===== src/rtl/subleq_mem_responder_if.sv =====
// Request/response bus between the SUBLEQ processor (master) and its memory
// responder (slave): valid/ready request channel plus a one-cycle response pulse.
interface subleq_mem_responder_if #(
    parameter int DATA_W = 16,
    parameter int ADDR_W = 8
);
    logic              req_valid;
    logic              req_ready;
    logic              req_write;
    logic [ADDR_W-1:0] req_addr;
    logic [DATA_W-1:0] req_wdata;
    logic              resp_valid;
    logic [DATA_W-1:0] resp_rdata;
    logic              resp_err;

    modport master (
        output req_valid, req_write, req_addr, req_wdata,
        input  req_ready, resp_valid, resp_rdata, resp_err
    );

    modport slave (
        input  req_valid, req_write, req_addr, req_wdata,
        output req_ready, resp_valid, resp_rdata, resp_err
    );
endinterface


===== src/rtl/subleq_mem_responder.sv =====
// Memory-side responder for the SUBLEQ processor bus.
// Single-word reads/writes with WAIT_CYCLES wait states, one address (OUT_ADDR)
// mapped onto a one-word buffered output port, and a host preload port that
// writes the RAM while the responder is idle.
// Optional feature: define MEM_WRPROT_EN to reject bus writes below PROT_TOP
// (resp_err=1, RAM unchanged, old word returned). Preloads are never blocked.
module subleq_mem_responder #(
    parameter int DATA_W      = 16,
    parameter int ADDR_W      = 8,
    parameter int WAIT_CYCLES = 2,
    parameter int OUT_ADDR    = 2**ADDR_W - 1,
    parameter int PROT_TOP    = 16
) (
    input  logic                  clk,
    input  logic                  reset,
    subleq_mem_responder_if.slave bus,
    output logic                  out_valid,
    output logic [DATA_W-1:0]     out_data,
    input  logic                  out_ready,
    input  logic                  load_en,
    input  logic [ADDR_W-1:0]     load_addr,
    input  logic [DATA_W-1:0]     load_data
);
    localparam int DEPTH = 2**ADDR_W;
    localparam int CNT_W = (WAIT_CYCLES > 1) ? $clog2(WAIT_CYCLES) : 1;
    localparam logic [CNT_W-1:0]  CNT_INIT = (WAIT_CYCLES > 0) ? CNT_W'(WAIT_CYCLES - 1) : '0;
    localparam logic [ADDR_W-1:0] OUT_A    = ADDR_W'(OUT_ADDR);

    typedef enum logic [1:0] {S_IDLE, S_WAIT, S_RESP, S_STALL} state_t;

    state_t            state, next_state;
    logic [CNT_W-1:0]  cnt;
    logic              lat_write;
    logic [ADDR_W-1:0] lat_addr;
    logic [DATA_W-1:0] lat_wdata;
    logic              accept;
    logic              cmt_write;
    logic [ADDR_W-1:0] cmt_addr;
    logic [DATA_W-1:0] cmt_wdata;
    logic              commit;
    logic              out_stall;
    logic              wr_blocked;
    logic [DATA_W-1:0] rdata_q;
    logic              err_q;
    logic [DATA_W-1:0] mem [0:DEPTH-1];

    assign bus.req_ready  = (state == S_IDLE) && !load_en;
    assign bus.resp_valid = (state == S_RESP);
    assign bus.resp_rdata = rdata_q;
    assign bus.resp_err   = err_q;
    assign accept         = bus.req_valid && bus.req_ready;

`ifdef MEM_WRPROT_EN
    assign wr_blocked = cmt_write && (cmt_addr != OUT_A) && (32'(cmt_addr) < PROT_TOP);
`else
    assign wr_blocked = 1'b0;
`endif

    // Next state and commit strobe; a zero-wait request commits straight from the bus fields
    always_comb begin
        next_state = state;
        commit     = 1'b0;
        cmt_write  = (state == S_IDLE) ? bus.req_write : lat_write;
        cmt_addr   = (state == S_IDLE) ? bus.req_addr  : lat_addr;
        cmt_wdata  = (state == S_IDLE) ? bus.req_wdata : lat_wdata;
        out_stall  = cmt_write && (cmt_addr == OUT_A) && out_valid && !out_ready;
        case (state)
            S_IDLE: begin
                if (accept) begin
                    if (WAIT_CYCLES == 0) begin
                        if (out_stall) begin
                            next_state = S_STALL;
                        end else begin
                            next_state = S_RESP;
                            commit     = 1'b1;
                        end
                    end else begin
                        next_state = S_WAIT;
                    end
                end
            end
            S_WAIT: begin
                if (cnt == '0) begin
                    if (out_stall) begin
                        next_state = S_STALL;
                    end else begin
                        next_state = S_RESP;
                        commit     = 1'b1;
                    end
                end
            end
            S_STALL: begin
                if (!out_stall) begin
                    next_state = S_RESP;
                    commit     = 1'b1;
                end
            end
            S_RESP: begin
                next_state = S_IDLE;
            end
            default: begin
                next_state = S_IDLE;
            end
        endcase
    end

    // State register
    always_ff @(posedge clk) begin
        if (reset) begin
            state <= S_IDLE;
        end else begin
            state <= next_state;
        end
    end

    // Wait-state counter, loaded at acceptance and counted down in WAIT
    always_ff @(posedge clk) begin
        if (reset) begin
            cnt <= '0;
        end else if (accept) begin
            cnt <= CNT_INIT;
        end else if ((state == S_WAIT) && (cnt != '0)) begin
            cnt <= cnt - 1'b1;
        end
    end

    // Capture the request fields at acceptance
    always_ff @(posedge clk) begin
        if (accept) begin
            lat_write <= bus.req_write;
            lat_addr  <= bus.req_addr;
            lat_wdata <= bus.req_wdata;
        end
    end

    // Response data/error and the output buffer, updated on the edge entering RESP
    always_ff @(posedge clk) begin
        if (reset) begin
            rdata_q   <= '0;
            err_q     <= 1'b0;
            out_valid <= 1'b0;
            out_data  <= '0;
        end else begin
            if (out_valid && out_ready) begin
                out_valid <= 1'b0;
            end
            if (commit) begin
                err_q <= wr_blocked;
                if (cmt_addr == OUT_A) begin
                    if (cmt_write) begin
                        out_data  <= cmt_wdata;
                        out_valid <= 1'b1;
                        rdata_q   <= cmt_wdata;
                    end else begin
                        rdata_q <= {{(DATA_W-1){1'b0}}, out_valid};
                    end
                end else if (cmt_write && !wr_blocked) begin
                    rdata_q <= cmt_wdata;
                end else begin
                    rdata_q <= mem[cmt_addr];
                end
            end
        end
    end

    // RAM write port: host preload in IDLE, otherwise a committed bus write; never cleared
    always_ff @(posedge clk) begin
        if (!reset) begin
            if ((state == S_IDLE) && load_en) begin
                mem[load_addr] <= load_data;
            end else if (commit && cmt_write && (cmt_addr != OUT_A) && !wr_blocked) begin
                mem[cmt_addr] <= cmt_wdata;
            end
        end
    end
endmodule


===== src/flat_wrapper.sv =====
// flat-port wrapper written by rule: the top's interface ports become plain ports
module subleq_mem_responder_flat 
#(
    parameter int DATA_W      = 16,
    parameter int ADDR_W      = 8,
    parameter int WAIT_CYCLES = 2,
    parameter int OUT_ADDR    = 2**ADDR_W - 1,
    parameter int PROT_TOP    = 16
)
  (clk, reset, out_valid, out_data, out_ready, load_en, load_addr, load_data, bus_req_valid, bus_req_write, bus_req_addr, bus_req_wdata, bus_req_ready, bus_resp_valid, bus_resp_rdata, bus_resp_err);
  subleq_mem_responder_if #(.DATA_W(DATA_W), .ADDR_W(ADDR_W)) bus_i ();
  input  logic clk;
  input  logic reset;
  output logic out_valid;
  output logic [DATA_W-1:0] out_data;
  input  logic out_ready;
  input  logic load_en;
  input  logic [ADDR_W-1:0] load_addr;
  input  logic [DATA_W-1:0] load_data;
  input wire logic [$bits(bus_i.req_valid)-1:0] bus_req_valid;
  input wire logic [$bits(bus_i.req_write)-1:0] bus_req_write;
  input wire logic [$bits(bus_i.req_addr)-1:0] bus_req_addr;
  input wire logic [$bits(bus_i.req_wdata)-1:0] bus_req_wdata;
  output wire logic [$bits(bus_i.req_ready)-1:0] bus_req_ready;
  output wire logic [$bits(bus_i.resp_valid)-1:0] bus_resp_valid;
  output wire logic [$bits(bus_i.resp_rdata)-1:0] bus_resp_rdata;
  output wire logic [$bits(bus_i.resp_err)-1:0] bus_resp_err;
  assign bus_i.req_valid = bus_req_valid;
  assign bus_i.req_write = bus_req_write;
  assign bus_i.req_addr = bus_req_addr;
  assign bus_i.req_wdata = bus_req_wdata;
  assign bus_req_ready = bus_i.req_ready;
  assign bus_resp_valid = bus_i.resp_valid;
  assign bus_resp_rdata = bus_i.resp_rdata;
  assign bus_resp_err = bus_i.resp_err;
  subleq_mem_responder #(.DATA_W(DATA_W), .ADDR_W(ADDR_W), .WAIT_CYCLES(WAIT_CYCLES), .OUT_ADDR(OUT_ADDR), .PROT_TOP(PROT_TOP)) u_core (.clk(clk), .reset(reset), .bus(bus_i), .out_valid(out_valid), .out_data(out_data), .out_ready(out_ready), .load_en(load_en), .load_addr(load_addr), .load_data(load_data));
endmodule

===== config.mk =====
export PLATFORM = sky130hd
export DESIGN_NAME = subleq_mem_responder_flat
export DESIGN_NICKNAME = d
export VERILOG_FILES = /design/src/rtl/subleq_mem_responder_if.sv /design/src/rtl/subleq_mem_responder.sv /design/src/flat_wrapper.sv
export SDC_FILE = /design/constraint.sdc
export NUM_CORES = 2
export LEC_CHECK = 0
export ABC_CLOCK_PERIOD_IN_PS = 22500
export CAP_MARGIN = 15
export CORE_ASPECT_RATIO = 1.25
export CORE_UTILIZATION = 50
export DETAILED_ROUTE_END_ITERATION = 12
export GPL_TIMING_DRIVEN = 1
export PLACE_DENSITY = 0.65
export SLEW_MARGIN = 20
export SYNTH_ARGS = -nofsm -noshare
export SYNTH_HDL_FRONTEND = slang
export SYNTH_SLANG_ARGS = --single-unit

===== constraint.sdc =====
create_clock -name clk -period 22.5 [get_ports clk]
set_input_delay 4.5 -clock clk [delete_from_list [all_inputs] [get_ports clk]]
set_output_delay 4.5 -clock clk [all_outputs]
set_load 0.01 [all_outputs]

==> flow_metrics.env <==
export IMPL_outcome="completed"
export IMPL_postRouteWirelength_mm=534
export IMPL_min_period_over_period=0.471
export IMPL_yosysMostFrequentCell="sky130_fd_sc_hd__edfxtp_1"
export IMPL_floorplan_die_height_um=642
export IMPL_synth_cells=11400
export IMPL_power_share_sequential=0.513
export IMPL_dr_first_iter_drc_count=16800
export IMPL_finalSetupViolations=0
export IMPL_p_int_mw=12.7
export IMPL_crit_reg2reg_launch="u_core.state[0]"
export IMPL_yosysSeqAreaShare=0.760
export IMPL_dpl_cell_area_mm2=0.171
export IMPL_avgRoutedWirePerCell_um=32.8
export IMPL_final_max_slew_violation_count=0
export IMPL_synth_top_area_frac=0.756
export IMPL_criticalPathCategory="primary input to flop"
export IMPL_vias_per_cell=6.48
export IMPL_initial_standard_cell_utilization_of_the_core=0.503
export IMPL_fin_crit_ns=10.59
export IMPL_setup_reg_to_reg_worst_slack_ns=15.08
export IMPL_hold_worst_slack_ns=0.505
export IMPL_cts_resized=0
export IMPL_startpoint_type="primary input"
export IMPL_core_footprint_mm2=0.325
export IMPL_worst_r2r_endpoint="u_core.mem[101][13]"
export IMPL_synth_top_family_by_area="simple AND/OR/NAND/NOR gates"
export IMPL_synth_compound_area_share=0.0617
export IMPL_maxCapViolations=0
export IMPL_tritoncts_num_sinks=4157
export IMPL_timing_fmax_mhz=94.4
export IMPL_p_per_area_mw_per_mm2=90.8
export IMPL_number_of_register_bits_inferred_by_synthesis=4157
export IMPL_place_ws_ns=11.30
export IMPL_netlist_top_cells_count="sky130_fd_sc_hd__edfxtp_1, sky130_fd_sc_hd__nand2_1, sky130_fd_sc_hd__nand3_1, sky130_fd_sc_hd__mux2i_1, sky130_fd_sc_hd__a31oi_1"
export IMPL_hpwlAfterDp_mm=319
export IMPL_final_util=0.565
export IMPL_place_congestion=0.947
export IMPL_cts_post_setup_buffers_inserted=0
export IMPL_grt_setup_unrepaired="false"
export IMPL_x_dimension_of_the_die_um=514
export IMPL_grt_overflow=0
export IMPL_crit_chain="clkdlybuf4s50_1 -> nand4_1 -> nor3_1 -> nor2_1 -> buf_4 -> nand3b_1 -> buf_4 -> nand2_1 -> o21ai_4 -> buf_4 -> buf_4 -> buf_4"
export IMPL_synth_enable_flop_cells=4121
export IMPL_netlist_top_cell_by_area="sky130_fd_sc_hd__edfxtp_1"
export IMPL_syn_avg_cell_area_um2=14.4
export IMPL_design_area_mm2=0.184
export IMPL_post_route_cells_drive_above_1_share=0.112
export IMPL_rows=234
export IMPL_worstHoldPathType="flop to flop"
export IMPL_cp_slowest_stage_delay_ns=1.10
export IMPL_cp_data_arrival_time_ns=11.18
export IMPL_combinationalPowerShare=0.088
export IMPL_cts_tree="yes"
export IMPL_static_leakage_nw=60.1
export IMPL_tightestPinTransition_ns=1.29
export IMPL_clkSlewWorstSetupHoldPaths_ns=0.06
export IMPL_netlist_area_mm2=0.164
export IMPL_ctsRootBufferMaster="sky130_fd_sc_hd__clkbuf_16"
export IMPL_peakVddDrop_v=0.0000632
export IMPL_worst_skew_pair_late_latency_ns=0.96
export IMPL_cpMaxStageDelayCell="sky130_fd_sc_hd__clkdlybuf4s50_1"
export IMPL_final_setup_tns_ns=0
export IMPL_final_setup_worst_slack_ns=11.91
export IMPL_fill_cell_count=25000
export IMPL_synth_simple_gate_area_share=0.118
export IMPL_num_vias=106000
export IMPL_timing_critical_path_required_ns=23.08
export IMPL_stdcell_count=16300
export IMPL_synth_area_top_cells="sky130_fd_sc_hd__edfxtp_1, sky130_fd_sc_hd__nand2_1, sky130_fd_sc_hd__nand3_1"
export IMPL_max_slew_headroom=0.133
export IMPL_switching_power_mw=4.01
export IMPL_cts_max_path_buffers=4
export IMPL_worstSetupEndpointType="flop"
export IMPL_drt_drc_violations_left=0
export IMPL_report_final_hold_viol_count=0
export IMPL_ant_nets=0
export IMPL_clock_skew_final_ns=0.0863
export IMPL_synthMuxAreaShare=0.0329
export IMPL_synthesis_yosys_warnings=0
export IMPL_numPlacedInstances=15500
export IMPL_async_reset_ff_frac=0
export IMPL_worstRegToRegCells=12
export IMPL_startpoint="bus_req_addr[1]"
export IMPL_grt_antenna_before_repair=46
export IMPL_vias_in_the_first_global_route=99300
export IMPL_crit_fanout=88
export IMPL_cts_max_level=5
export IMPL_finish_net_count=11600
export IMPL_cts_inserted_buffers=391
export IMPL_layout_area_overhead_vs_synth_pct=12.2
export IMPL_cts_hold_repair_buffers=0
export IMPL_grt_start_max_net_pins=185
export IMPL_post_layout_total_power_mw=16.7
export IMPL_grt_pass1_wl_mm=742
export IMPL_area_of_the_die_mm2=0.330
export IMPL_number_of_distinct_standard_cells_referenced_by_the_synthesized_netlist=87
export IMPL_parity_gate_share_of_the_synthesized_area_counting_xor_and_xnor_cells=0
export IMPL_power_share_switching=0.240
export IMPL_p_clk_frac=0.398
export IMPL_synthFlopType="sky130_fd_sc_hd__edfxtp_1"
export IMPL_synth_adder_area_share=0
export IMPL_boundaryPins=90
export IMPL_placement_io_buffers=88
export IMPL_crit_path_frequent_cell="sky130_fd_sc_hd__buf_4"
export IMPL_synthesis_nets=11400
export IMPL_endpoint="u_core.mem[101][13]"
export IMPL_drtPass1Iterations=8
export IMPL_grt_use_total=0.317
[final cells by class]
| class | count | area, um^2 | area share |
|---|---|---|---|
| Multi-Input combinational cell | 6406 | 35800 | 0.195 |
| Sequential cell | 4157 | 124000 | 0.678 |
| Clock buffer | 490 | 10300 | 0.0563 |
| Clock inverter | 225 | 2340 | 0.0127 |
| Tap cell | 4366 | 5460 | 0.0297 |
| Inverter | 10 | 37.5 | 0.000204 |
| Timing Repair Buffer | 598 | 5100 | 0.0278 |
| Antenna cell | 37 | 92.6 | 0.000504 |
[placed cells by master (no fill, tap or decap), drive strengths merged, types with 11 or more instances in the layout]
| cell | synthesis | final |
|---|---|---|
| clkdlybuf4s50 | 0 | 88 |
| diode | 0 | 37 |
| mux2i | 368 | 368 |
| a32o | 23 | 23 |
| clkinv | 0 | 161 |
| o22ai | 43 | 43 |
| buf | 552 | 510 |
| a311oi | 51 | 51 |
| mux4 | 60 | 60 |
| nand3 | 825 | 825 |
| edfxtp | 4121 | 4121 |
| dfxtp | 36 | 36 |
| nor2 | 309 | 309 |
| a211oi | 65 | 65 |
| nor3b | 13 | 13 |
| and3 | 104 | 104 |
| o21ai | 114 | 114 |
| clkinvlp | 0 | 11 |
| or4 | 12 | 12 |
| a21oi | 260 | 260 |
| bufinv | 0 | 45 |
| or3 | 29 | 29 |
| nand2 | 2837 | 2837 |
| nor4 | 37 | 37 |
| clkbuf | 230 | 490 |
| o221ai | 26 | 26 |
| or2 | 19 | 19 |
| nor3 | 81 | 81 |
| a31oi | 335 | 335 |
| o31ai | 17 | 17 |
| a32oi | 295 | 295 |
| nand4 | 209 | 209 |
| inv | 10 | 18 |
| a22oi | 79 | 79 |
| mux2 | 30 | 30 |
| o32ai | 15 | 15 |
| a221oi | 32 | 32 |
[flip-flops by register name, indices dropped and copies added, names as in the netlist]
register / flops
u_core.mem: 4096
u_core.bus.resp_rdata: 16
u_core.lat_wdata: 16
u_core.out_data: 16
u_core.lat_addr: 8
u_core.state: 2
u_core.cnt: 1
u_core.lat_write: 1
u_core.out_valid: 1
[power groups by stage]
stage	Sequential (mW)	Combinational (mW)	Clock [mW]
global placement	8.73	1.40	0
detailed placement	8.73	1.42	0
floorplan	8.83	0.818	0
CTS	8.56	1.43	6.67
global route	8.56	1.51	6.96
finish	8.56	1.47	6.65
[cell families after synthesis]
family	Yosys count
AO/OA/AOI/OAI	1434
AND/OR/NAND/NOR	4513
buffers and inverters	792
flip-flops	4157
other	1
multiplexers	458
[critical path: cells and delay by family]
family	cells	cell delay (ns)
buffers and inverters	6	4.38
AO/OA/AOI/OAI	1	0.09
AND/OR/NAND/NOR	5	1.85
[how the worst min path moves through the flow]
| stage | startpoint | endpoint | slack [ns] | cells after the start |
|---|---|---|---|---|
| detailed placement | u_core.out_data[1] | u_core.out_data[1] | 0.49 | 2 |
| floorplan | u_core.cnt | u_core.cnt | 0.45 | 2 |
| global route | u_core.out_data[5] | u_core.out_data[5] | 0.53 | 2 |
| finish | u_core.out_data[1] | u_core.out_data[1] | 0.50 | 2 |
| CTS | u_core.out_data[1] | u_core.out_data[1] | 0.50 | 2 |
| global placement | u_core.cnt | u_core.cnt | 0.48 | 2 |
[routing by layer]
metal,global-route usage,up-vias,wire (um)
met5,0,-,149
met2,0.490,7362,245000
met1,0.404,53200,187000
li1,-,43600,-
met4,0.213,26,40800
met3,0.0663,1444,60400
Power figures use the tool's default switching activity.
